==> src/rtl/bp_common_pkg.sv <==
// Shared BedRock definitions: processor configs, LCE request/command headers and mux limits.
// Consumers of these headers: bp_lce_mux (optional stats via BP_LCE_MUX_STATS_EN).
package bp_common_pkg;

  typedef enum logic [1:0] {
    e_bp_default_cfg      = 2'd0,
    e_bp_unicore_half_cfg = 2'd1
  } bp_params_e;

  localparam int lce_id_width_gp    = 4;
  localparam int paddr_width_gp     = 40;
  localparam int lce_mux_max_lce_gp = 8;

  typedef enum logic [3:0] {
    e_bedrock_req_rd_miss = 4'd0,
    e_bedrock_req_wr_miss = 4'd1,
    e_bedrock_req_uc_rd   = 4'd2,
    e_bedrock_req_uc_wr   = 4'd3
  } bp_bedrock_req_type_e;

  typedef enum logic [3:0] {
    e_bedrock_cmd_sync      = 4'd0,
    e_bedrock_cmd_set_clear = 4'd1,
    e_bedrock_cmd_inv       = 4'd2,
    e_bedrock_cmd_st        = 4'd3,
    e_bedrock_cmd_data      = 4'd4
  } bp_bedrock_cmd_type_e;

  typedef enum logic [2:0] {
    e_coh_i = 3'd0,
    e_coh_s = 3'd1,
    e_coh_e = 3'd2,
    e_coh_m = 3'd3
  } bp_coh_states_e;

  typedef struct packed {
    logic [lce_id_width_gp-1:0] src_id;
    logic [2:0]                 lru_way_id;
  } bp_bedrock_lce_req_payload_s;

  typedef struct packed {
    bp_bedrock_req_type_e        msg_type;
    logic [2:0]                  size;
    logic [paddr_width_gp-1:0]   addr;
    bp_bedrock_lce_req_payload_s payload;
  } bp_bedrock_lce_req_header_s;

  typedef struct packed {
    logic [lce_id_width_gp-1:0] dst_id;
    logic [2:0]                 way_id;
    bp_coh_states_e             state;
  } bp_bedrock_lce_cmd_payload_s;

  typedef struct packed {
    bp_bedrock_cmd_type_e        msg_type;
    logic [2:0]                  size;
    logic [paddr_width_gp-1:0]   addr;
    bp_bedrock_lce_cmd_payload_s payload;
  } bp_bedrock_lce_cmd_header_s;

  localparam int lce_req_header_width_gp = $bits(bp_bedrock_lce_req_header_s);
  localparam int lce_cmd_header_width_gp = $bits(bp_bedrock_lce_cmd_header_s);

  function automatic int proc_cce_block_width(bp_params_e cfg);
    case (cfg)
      e_bp_unicore_half_cfg: return 32;
      default:               return 64;
    endcase
  endfunction

endpackage

==> src/rtl/bp_lce_mux_rr_arb.sv <==
// Round-robin arbiter: priority starts at rr_q and wraps; rr_q advances past the
// winner only when the grant is actually consumed (yumi_i).
module bp_lce_mux_rr_arb
  import bp_common_pkg::*;
#(
  parameter int num_lce_p = 2
) (
  input  logic                 clk_i,
  input  logic                 reset_i,
  input  logic [num_lce_p-1:0] v_i,
  input  logic                 yumi_i,
  output logic [num_lce_p-1:0] grant_o
);

  localparam int rr_w_lp  = (num_lce_p > 1) ? $clog2(num_lce_p) : 1;
  localparam int sum_w_lp = rr_w_lp + 1;

  logic [rr_w_lp-1:0]  rr_q, rr_d;
  logic [rr_w_lp-1:0]  gnt_idx;
  logic [sum_w_lp-1:0] idx_sum;
  logic                found;

  // NOTE: every signal written here gets a default first so no path leaves it
  // unassigned; otherwise synthesis infers a latch.
  always_comb begin
    grant_o = '0;
    gnt_idx = '0;
    idx_sum = '0;
    found   = 1'b0;
    for (int k = 0; k < num_lce_p; k++) begin
      idx_sum = {1'b0, rr_q} + sum_w_lp'(k);
      if (idx_sum >= sum_w_lp'(num_lce_p)) begin
        idx_sum = idx_sum - sum_w_lp'(num_lce_p);
      end
      if (!found && v_i[idx_sum[rr_w_lp-1:0]]) begin
        grant_o[idx_sum[rr_w_lp-1:0]] = 1'b1;
        gnt_idx                       = idx_sum[rr_w_lp-1:0];
        found                         = 1'b1;
      end
    end
  end

  always_comb begin
    rr_d = rr_q;
    if (yumi_i) begin
      rr_d = (gnt_idx == rr_w_lp'(num_lce_p - 1)) ? '0 : gnt_idx + 1'b1;
    end
  end

  // NOTE: state registers use non-blocking assignment so every flop samples
  // pre-edge values; blocking here would create order-dependent simulation.
  always_ff @(posedge clk_i) begin
    if (reset_i) begin
      rr_q <= '0;
    end else begin
      rr_q <= rr_d;
    end
  end

endmodule

==> src/rtl/bp_lce_mux.sv <==
// N-way LCE concentrator: round-robin merge of requests into one output register,
// destination-ID routing of commands. Optional per-channel counters: BP_LCE_MUX_STATS_EN.
// Instantiation note: lce_req_ready_and_o depends combinationally on lce_req_v_i.
module bp_lce_mux
  import bp_common_pkg::*;
#(
  parameter bp_params_e bp_params_p = e_bp_default_cfg,
  parameter int num_lce_p = 2,
  localparam int lce_id_width_p          = lce_id_width_gp,
  localparam int cce_block_width_p       = proc_cce_block_width(bp_params_p),
  localparam int lce_req_header_width_lp = lce_req_header_width_gp,
  localparam int lce_cmd_header_width_lp = lce_cmd_header_width_gp
) (
  input  logic                                              clk_i,
  input  logic                                              reset_i,
  input  logic [lce_id_width_p-1:0]                         lce_id_base_i,

  input  logic [num_lce_p-1:0][lce_req_header_width_lp-1:0] lce_req_header_i,
  input  logic [num_lce_p-1:0][cce_block_width_p-1:0]       lce_req_data_i,
  input  logic [num_lce_p-1:0]                              lce_req_v_i,
  output logic [num_lce_p-1:0]                              lce_req_ready_and_o,

  output logic [lce_req_header_width_lp-1:0]                lce_req_header_o,
  output logic [cce_block_width_p-1:0]                      lce_req_data_o,
  output logic                                              lce_req_v_o,
  input  logic                                              lce_req_ready_and_i,

  input  logic [lce_cmd_header_width_lp-1:0]                lce_cmd_header_i,
  input  logic [cce_block_width_p-1:0]                      lce_cmd_data_i,
  input  logic                                              lce_cmd_v_i,
  output logic                                              lce_cmd_yumi_o,

  output logic [num_lce_p-1:0][lce_cmd_header_width_lp-1:0] lce_cmd_header_o,
  output logic [num_lce_p-1:0][cce_block_width_p-1:0]       lce_cmd_data_o,
  output logic [num_lce_p-1:0]                              lce_cmd_v_o,
  input  logic [num_lce_p-1:0]                              lce_cmd_yumi_i,

  output logic                                              cmd_misroute_o,
  output logic [num_lce_p-1:0][31:0]                        req_count_o
);

  localparam logic [lce_id_width_p:0] num_lce_lp = (lce_id_width_p + 1)'(num_lce_p);

  // ---------------- request path ----------------
  logic [num_lce_p-1:0]               grant;
  logic                               space;
  logic                               load;
  logic [lce_req_header_width_lp-1:0] sel_hdr;
  logic [cce_block_width_p-1:0]       sel_data;

  logic                               out_v_q, out_v_d;
  logic [lce_req_header_width_lp-1:0] out_hdr_q, out_hdr_d;
  logic [cce_block_width_p-1:0]       out_data_q, out_data_d;

  bp_lce_mux_rr_arb #(
    .num_lce_p (num_lce_p)
  ) u_rr_arb (
    .clk_i   (clk_i),
    .reset_i (reset_i),
    .v_i     (lce_req_v_i),
    .yumi_i  (load),
    .grant_o (grant)
  );

  assign space               = ~out_v_q | lce_req_ready_and_i;
  assign lce_req_ready_and_o = {num_lce_p{space}} & grant;
  assign load                = space & (|grant);

  always_comb begin
    sel_hdr  = '0;
    sel_data = '0;
    for (int j = 0; j < num_lce_p; j++) begin
      if (grant[j]) begin
        sel_hdr  = lce_req_header_i[j];
        sel_data = lce_req_data_i[j];
      end
    end
  end

  // A drain and a load in the same cycle leave the register full with the new entry.
  always_comb begin
    out_v_d    = out_v_q & ~lce_req_ready_and_i;
    out_hdr_d  = out_hdr_q;
    out_data_d = out_data_q;
    if (load) begin
      out_v_d    = 1'b1;
      out_hdr_d  = sel_hdr;
      out_data_d = sel_data;
    end
  end

  always_ff @(posedge clk_i) begin
    if (reset_i) begin
      out_v_q <= 1'b0;
    end else begin
      out_v_q <= out_v_d;
    end
  end

  // NOTE: payload registers carry no reset; they are only observed while out_v_q
  // is set, which reset clears.
  always_ff @(posedge clk_i) begin
    out_hdr_q  <= out_hdr_d;
    out_data_q <= out_data_d;
  end

  assign lce_req_v_o      = out_v_q;
  assign lce_req_header_o = out_hdr_q;
  assign lce_req_data_o   = out_data_q;

  // ---------------- command path ----------------
  bp_bedrock_lce_cmd_header_s cmd_hdr;
  logic [lce_id_width_p-1:0]  cmd_idx;
  logic                       cmd_in_range;
  logic                       cmd_yumi_sel;
  logic                       cmd_drop;
  logic                       misroute_q, misroute_d;

  assign cmd_hdr      = bp_bedrock_lce_cmd_header_s'(lce_cmd_header_i);
  // Unsigned wrap: IDs below the base land far out of range and are dropped.
  assign cmd_idx      = cmd_hdr.payload.dst_id - lce_id_base_i;
  assign cmd_in_range = {1'b0, cmd_idx} < num_lce_lp;
  assign cmd_drop     = lce_cmd_v_i & ~cmd_in_range;

  always_comb begin
    lce_cmd_v_o  = '0;
    cmd_yumi_sel = 1'b0;
    for (int j = 0; j < num_lce_p; j++) begin
      lce_cmd_header_o[j] = cmd_hdr;
      lce_cmd_data_o[j]   = lce_cmd_data_i;
      if (cmd_idx == lce_id_width_p'(j)) begin
        lce_cmd_v_o[j] = lce_cmd_v_i;
        cmd_yumi_sel   = lce_cmd_yumi_i[j];
      end
    end
  end

  assign lce_cmd_yumi_o = cmd_in_range ? cmd_yumi_sel : lce_cmd_v_i;

  assign misroute_d = misroute_q | cmd_drop;

  always_ff @(posedge clk_i) begin
    if (reset_i) begin
      misroute_q <= 1'b0;
    end else begin
      misroute_q <= misroute_d;
    end
  end

  // The drop cycle itself already reports the misroute.
  assign cmd_misroute_o = misroute_q | cmd_drop;

  // ---------------- statistics ----------------
`ifdef BP_LCE_MUX_STATS_EN
  logic [num_lce_p-1:0][31:0] cnt_q, cnt_d;

  always_comb begin
    for (int j = 0; j < num_lce_p; j++) begin
      cnt_d[j] = cnt_q[j] + {31'b0, lce_req_ready_and_o[j]};
    end
  end

  always_ff @(posedge clk_i) begin
    if (reset_i) begin
      cnt_q <= '0;
    end else begin
      cnt_q <= cnt_d;
    end
  end

  assign req_count_o = cnt_q;
`else
  assign req_count_o = '0;
`endif

endmodule

==> config.mk <==
export PLATFORM = sky130hd
export DESIGN_NAME = bp_lce_mux
export DESIGN_NICKNAME = d
export VERILOG_FILES = /design/src/rtl/bp_common_pkg.sv /design/src/rtl/bp_lce_mux_rr_arb.sv /design/src/rtl/bp_lce_mux.sv
export SDC_FILE = /design/constraint.sdc
export NUM_CORES = 1
export LEC_CHECK = 0
export BUFFER_PORTS_ARGS = -buffer_cell sky130_fd_sc_hd__buf_2
export CAP_MARGIN = 10
export CELL_PAD_IN_SITES_DETAIL_PLACEMENT = 0
export CELL_PAD_IN_SITES_GLOBAL_PLACEMENT = 1
export CORE_AREA = 2 2 311 313
export DETAILED_ROUTE_END_ITERATION = 8
export DIE_AREA = 0 0 313 315
export GPL_ROUTABILITY_DRIVEN = 0
export HOLD_SLACK_MARGIN = 0.12
export PLACE_DENSITY = 0.31
export SLEW_MARGIN = 0
export SYNTH_ARGS = -nofsm -noshare
export SYNTH_HDL_FRONTEND = slang
export SYNTH_SLANG_ARGS = --single-unit
==> constraint.sdc <==
create_clock -name clk_i -period 4.36 [get_ports clk_i]
set_input_delay 0.218 -clock clk_i [delete_from_list [all_inputs] [get_ports clk_i]]
set_output_delay 0.218 -clock clk_i [all_outputs]
set_load 0.03 [all_outputs]
**Word level (Yosys, flattened, before mapping)**

Cells that the tools add are included.

- Reductions and logical operators: 6
- Eq/ne operators: 1
- $lt $le $gt $ge: 7
- Add/subtract/negate cells: 5
- Mux-type cells: 26
- Bitwise gates (word level): 10

Operator list:

| cell | number |
|---|---|
| 64-bit 2-to-1 mux | 2 |
| 54-bit 2-to-1 mux | 2 |
| 1-bit 2-to-1 mux | 18 |
| 4-bit by 1-bit == test with 1-bit output, second input constant | 1 |
| 4-bit zero test | 1 |
| 1-bit by 2-bit less-than comparator with 1-bit output, second input constant | 2 |
| 4-bit by 2-bit less-than comparator with 1-bit output, second input constant | 1 |
| 2-bit 2-to-1 mux | 2 |
| 4-bit subtractor | 1 |
| 1-bit AND | 3 |
| 1-bit logical AND | 3 |
| 1-bit NOT | 3 |
| 1-bit by 1-bit adder with 2-bit output, second input constant | 1 |
| 2-bit AND | 1 |
| 1-bit demux with 1-bit select | 2 |
| 1-bit >= comparator, second input constant | 2 |
| 1-bit by 2-bit >= comparator with 1-bit output, second input constant | 1 |
| 2-bit >= comparator, second input constant | 1 |
| 1-bit OR | 2 |
| 2-bit OR | 1 |
| 2-bit OR reduction | 1 |
| 1-bit subtractor, second input constant | 2 |
| 1-bit adder, second input constant | 1 |
| 1-bit zero test | 1 |

- Bits in registers: 121
- Logic and storage cells: 60

**Longest topological paths before layout**

- Depth in word-level cells: 12
- Depth in mapped cells: 8
- Gate-level depth less buffers: 8

**Modules after synthesis**

From an unflattened synthesis, not the netlist that was laid out.

- Cells, all modules: 616
- Area, all modules: 7354.6 um^2

By module, submodules not included:

| module | cells an instance | area each (um^2) | instances |
|---|---|---|---|
| bp_lce_mux | 610 | 7300.8 | 1 |
| bp_lce_mux_rr_arb | 6 | 53.8 | 1 |

**Worst setup path after synthesis**

No wires, ideal clock.

- Path kind: register to register
- Start point: register out_v_q, in the netlist lce_req_v_o
- End point: register out_data_q[0], in the netlist lce_req_data_o[0], enable pin
- Arrival: 3.271 ns
- Cell stages (with the launch flop): 3
- Path buffers: 0
- Period minus slack after synthesis: 3.757 ns
- Data required time: 3.873 ns
- Path slack: 0.603 ns
- Cell sequence: dfxtp_1 -> nand2b_1 -> o21a_1

- Cells in the longest elaborated chain, start to end: 3

Ends and longest elaborated chain:

| element | line | text |
|---|---|---|
| start, declared | bp_lce_mux.sv:51 | `logic out_v_q, out_v_d;` |
| start signal, assigned | bp_lce_mux.sv:96 | `out_v_q <= out_v_d;` |
| 1-bit NOT | bp_lce_mux.sv:65 | `assign space = ~out_v_q \| lce_req_ready_and_i;` |
| 1-bit OR | bp_lce_mux.sv:65 |  |
| 1-bit AND | bp_lce_mux.sv:67 | `assign load = space & (\|grant);` |
| net load | bp_lce_mux.sv:47 | `logic load;` |
| end signal, assigned | bp_lce_mux.sv:104 | `out_data_q <= out_data_d;` |
| end, declared | bp_lce_mux.sv:53 | `logic [cce_block_width_p-1:0] out_data_q, out_data_d;` |

The timed path passes the listed nets, and every way through them passes these cells.
A chain may end at the register's enable or synchronous reset.

==> impl_metrics.env <==
export IMPL_drv_cap=0
export IMPL_drtAntennaViolNets=0
export IMPL_core_area_sq_mm=0.0957
export IMPL_cp_top_family="buffers and inverters"
export IMPL_die_w_um=313
export IMPL_worstSetupPathType="reg2reg"
export IMPL_ir_drop_mv=0.289
export IMPL_drc=0
export IMPL_synth_cell_types=26
export IMPL_synth_edf_count=118
export IMPL_fin_tns_setup_ns=0
export IMPL_global_route_overflow_total=0
export IMPL_grt_pass1_vias=6129
export IMPL_synth_async_reset_ratio_pct=0
export IMPL_critPathMaxStageDelay_ns=0.82
export IMPL_cp_slowest_cell="a21boi_4"
export IMPL_relSlewSlack_pct=30.9
export IMPL_syn2layout_area_growth_pct=59.8
export IMPL_ctsHtreeMaxLevel=4
export IMPL_start_kind="flop"
export IMPL_syn_avg_cell_area_sq_um=12.1
export IMPL_io_buffers=384
export IMPL_cts_setup_buffers=0
export IMPL_fin_total_pwr_w=0.00403
export IMPL_worst_slew_pin_slew_ns=1.03
export IMPL_grt_max_degree=79
export IMPL_finalClockSkew_ns=0.0191
export IMPL_track_usage_pct=6.54
export IMPL_yosysMostFrequentCell="buf_4"
export IMPL_period_share_pct=62.0
export IMPL_leakagePower_nw=5.03
export IMPL_fill_cells=11000
export IMPL_cts_resized=0
export IMPL_cts_buffers=17
export IMPL_ctsHoldBuffers=241
export IMPL_hold_slack_ns=0.217
export IMPL_drv_slew=0
export IMPL_p_per_area_mw_per_mm2=343
export IMPL_netlist_instances=610
export IMPL_drt_first_pass_iters=4
export IMPL_min_path_cells=3
export IMPL_outcome="finished clean"
export IMPL_initial_utilization_pct=7.69
export IMPL_cts_tree="done"
export IMPL_cts_buffer_depth=2
export IMPL_period_needed_ns=2.71
export IMPL_worstHoldPathType="in2reg"
export IMPL_grt_pass1_wl_um=44900
export IMPL_ys_flop_type="edfxtp_1"
export IMPL_max_freq_ghz=0.370
export IMPL_hpwl_um=25700
export IMPL_cp_max_fo=60
export IMPL_vias=5904
export IMPL_hold_viol=0
export IMPL_endpoint_kind="flop"
export IMPL_cts_root_buf="clkbuf_16"
export IMPL_drtIter0Drc=268
export IMPL_clock_sinks=121
export IMPL_ioPinCount=800
export IMPL_r2r_end="lce_req_data_o[4]"
export IMPL_wirelength_um=34000
export IMPL_synth_top_area_share_pct=48.1
export IMPL_crit_path_cell_trace="inv_1 -> a21boi_4 -> buf_12 -> a22o_1 -> dlygate4sd3_1"
export IMPL_clock_latency_ns=0.47
export IMPL_synthesis_area_sq_mm=0.00736
export IMPL_yosys_warnings=0
export IMPL_path_buf_inv=3
export IMPL_vias_per_cell=2.59
export IMPL_die_area_sq_mm=0.0986
export IMPL_row_count=114
export IMPL_finalSetupViolations=0
export IMPL_ys_ff_latch=121
export IMPL_ys_seq_area_share_pct=48.9
export IMPL_crit_cells=5
export IMPL_synth_area_top_cells="edfxtp_1 (48%), buf_4 (32%), a22o_1 (14%), buf_2 (1.0%), dfxtp_1 (0.82%)"
export IMPL_fin_nets=1364
export IMPL_cp_arrival_ns=3.02
export IMPL_ys_top_cells_by_count="buf_4 (317), a22o_1 (118), edfxtp_1 (118)"
export IMPL_grt_antenna_before_repair=12
export IMPL_required_ns=4.68
export IMPL_r2r_slack_ns=1.65
export IMPL_cp_endpoint="lce_req_data_o[4]"
export IMPL_rsz0062_at_grt="no"
export IMPL_clkTransAtPathRegs_ns=0.08
export IMPL_r2r_cells=5
export IMPL_dieHeight_um=315
export IMPL_yosysTopAreaCell="edfxtp_1"
export IMPL_routedWlPerCell_um=14.9
export IMPL_drive_gt1_share_pct=42.2
## flip-flops by register name (all words and copies together), names as in the netlist, named ones only
| name | flops |
|---|---|
| lce_req_v_o | 1 |
| lce_req_data_o | 64 |
| misroute_q | 1 |
| lce_req_header_o | 54 |
## routing by layer
metal  GRT usage [%]  up-vias  part of all wire (%)
met2            11.1      494                    48
met1            6.71     2683                    36
met5               0        -                  0.24
met4            3.43       12                   3.8
li1                -     2584                     -
met3            3.04      131                    12
## worst min-delay path, stage by stage
cell      delay, ns
buf_2          0.16
nor2_1         0.20
a311oi_2       0.06
## metrics by stage
stage,setup slack [ns],std cells,util (%),cell area [sq um]
after CTS,1.56,2280,12.3,11800
after detailed placement,1.68,2007,9.17,8780
after floorplan,0.603,673,-,7600
after global placement,1.66,2007,9.17,8780
after global routing,1.51,2280,12.3,11800
final,1.65,2281,12.3,11800
## layout make-up
cell class                      instances  area, sq um  area share [%]
Antenna cell                            1         2.50          0.0213
Clock buffer                           17          425            3.62
Clock inverter                         15          149            1.27
Inverter                                8         30.0           0.255
Multi-Input combinational cell        212         1540            13.1
Sequential cell                       121         3600            30.6
Tap cell                             1276         1600            13.6
Timing Repair Buffer                  631         4420            37.5
## cell families after synthesis
family | synth area share, %
compound gates | 15.2
xor+xnor | 0.238
fa+ha+maj | 0.782
buf+inv | 33.7
flops | 48.9
mux | 0.272
other cells | 0.0509
simple gates | 0.816
## where the power goes
part | internal, W | switching, W | leakage (nW)
combinational | 0.000453 | 0.000644 | 3.51
clock | 0.000840 | 0.000632 | 0.275
sequential | 0.00143 | 0.0000340 | 1.24
total | 0.00272 | 0.00131 | 5.03
## worst min path at each step
stage | endpoint | startpoint
3_3_place_gp | lce_cmd_header_o[103] | lce_cmd_header_i[46]
2_1_floorplan | misroute_q | reset_i
5_1_grt | misroute_q | lce_cmd_v_i
4_1_cts | misroute_q | lce_cmd_v_i
3_5_place_dp | lce_cmd_header_o[103] | lce_cmd_header_i[46]
6_report | misroute_q | lce_cmd_v_i
## layout by cell type, fill, tap and decap left out, types with 3 or more instances in the layout
master and count:
edfxtp_1 118, clkinv_2 3, dlygate4sd3_1 241, nor2_1 3, inv_1 8, nor3_1 3
ha_1 3, dfxtp_1 3, buf_2 384, conb_1 64, a22o_1 118, buf_4 3
inv_6 4, clkinvlp_4 3, clkbuf_16 17, buf_12 3
(Power assumes the default switching activity.)
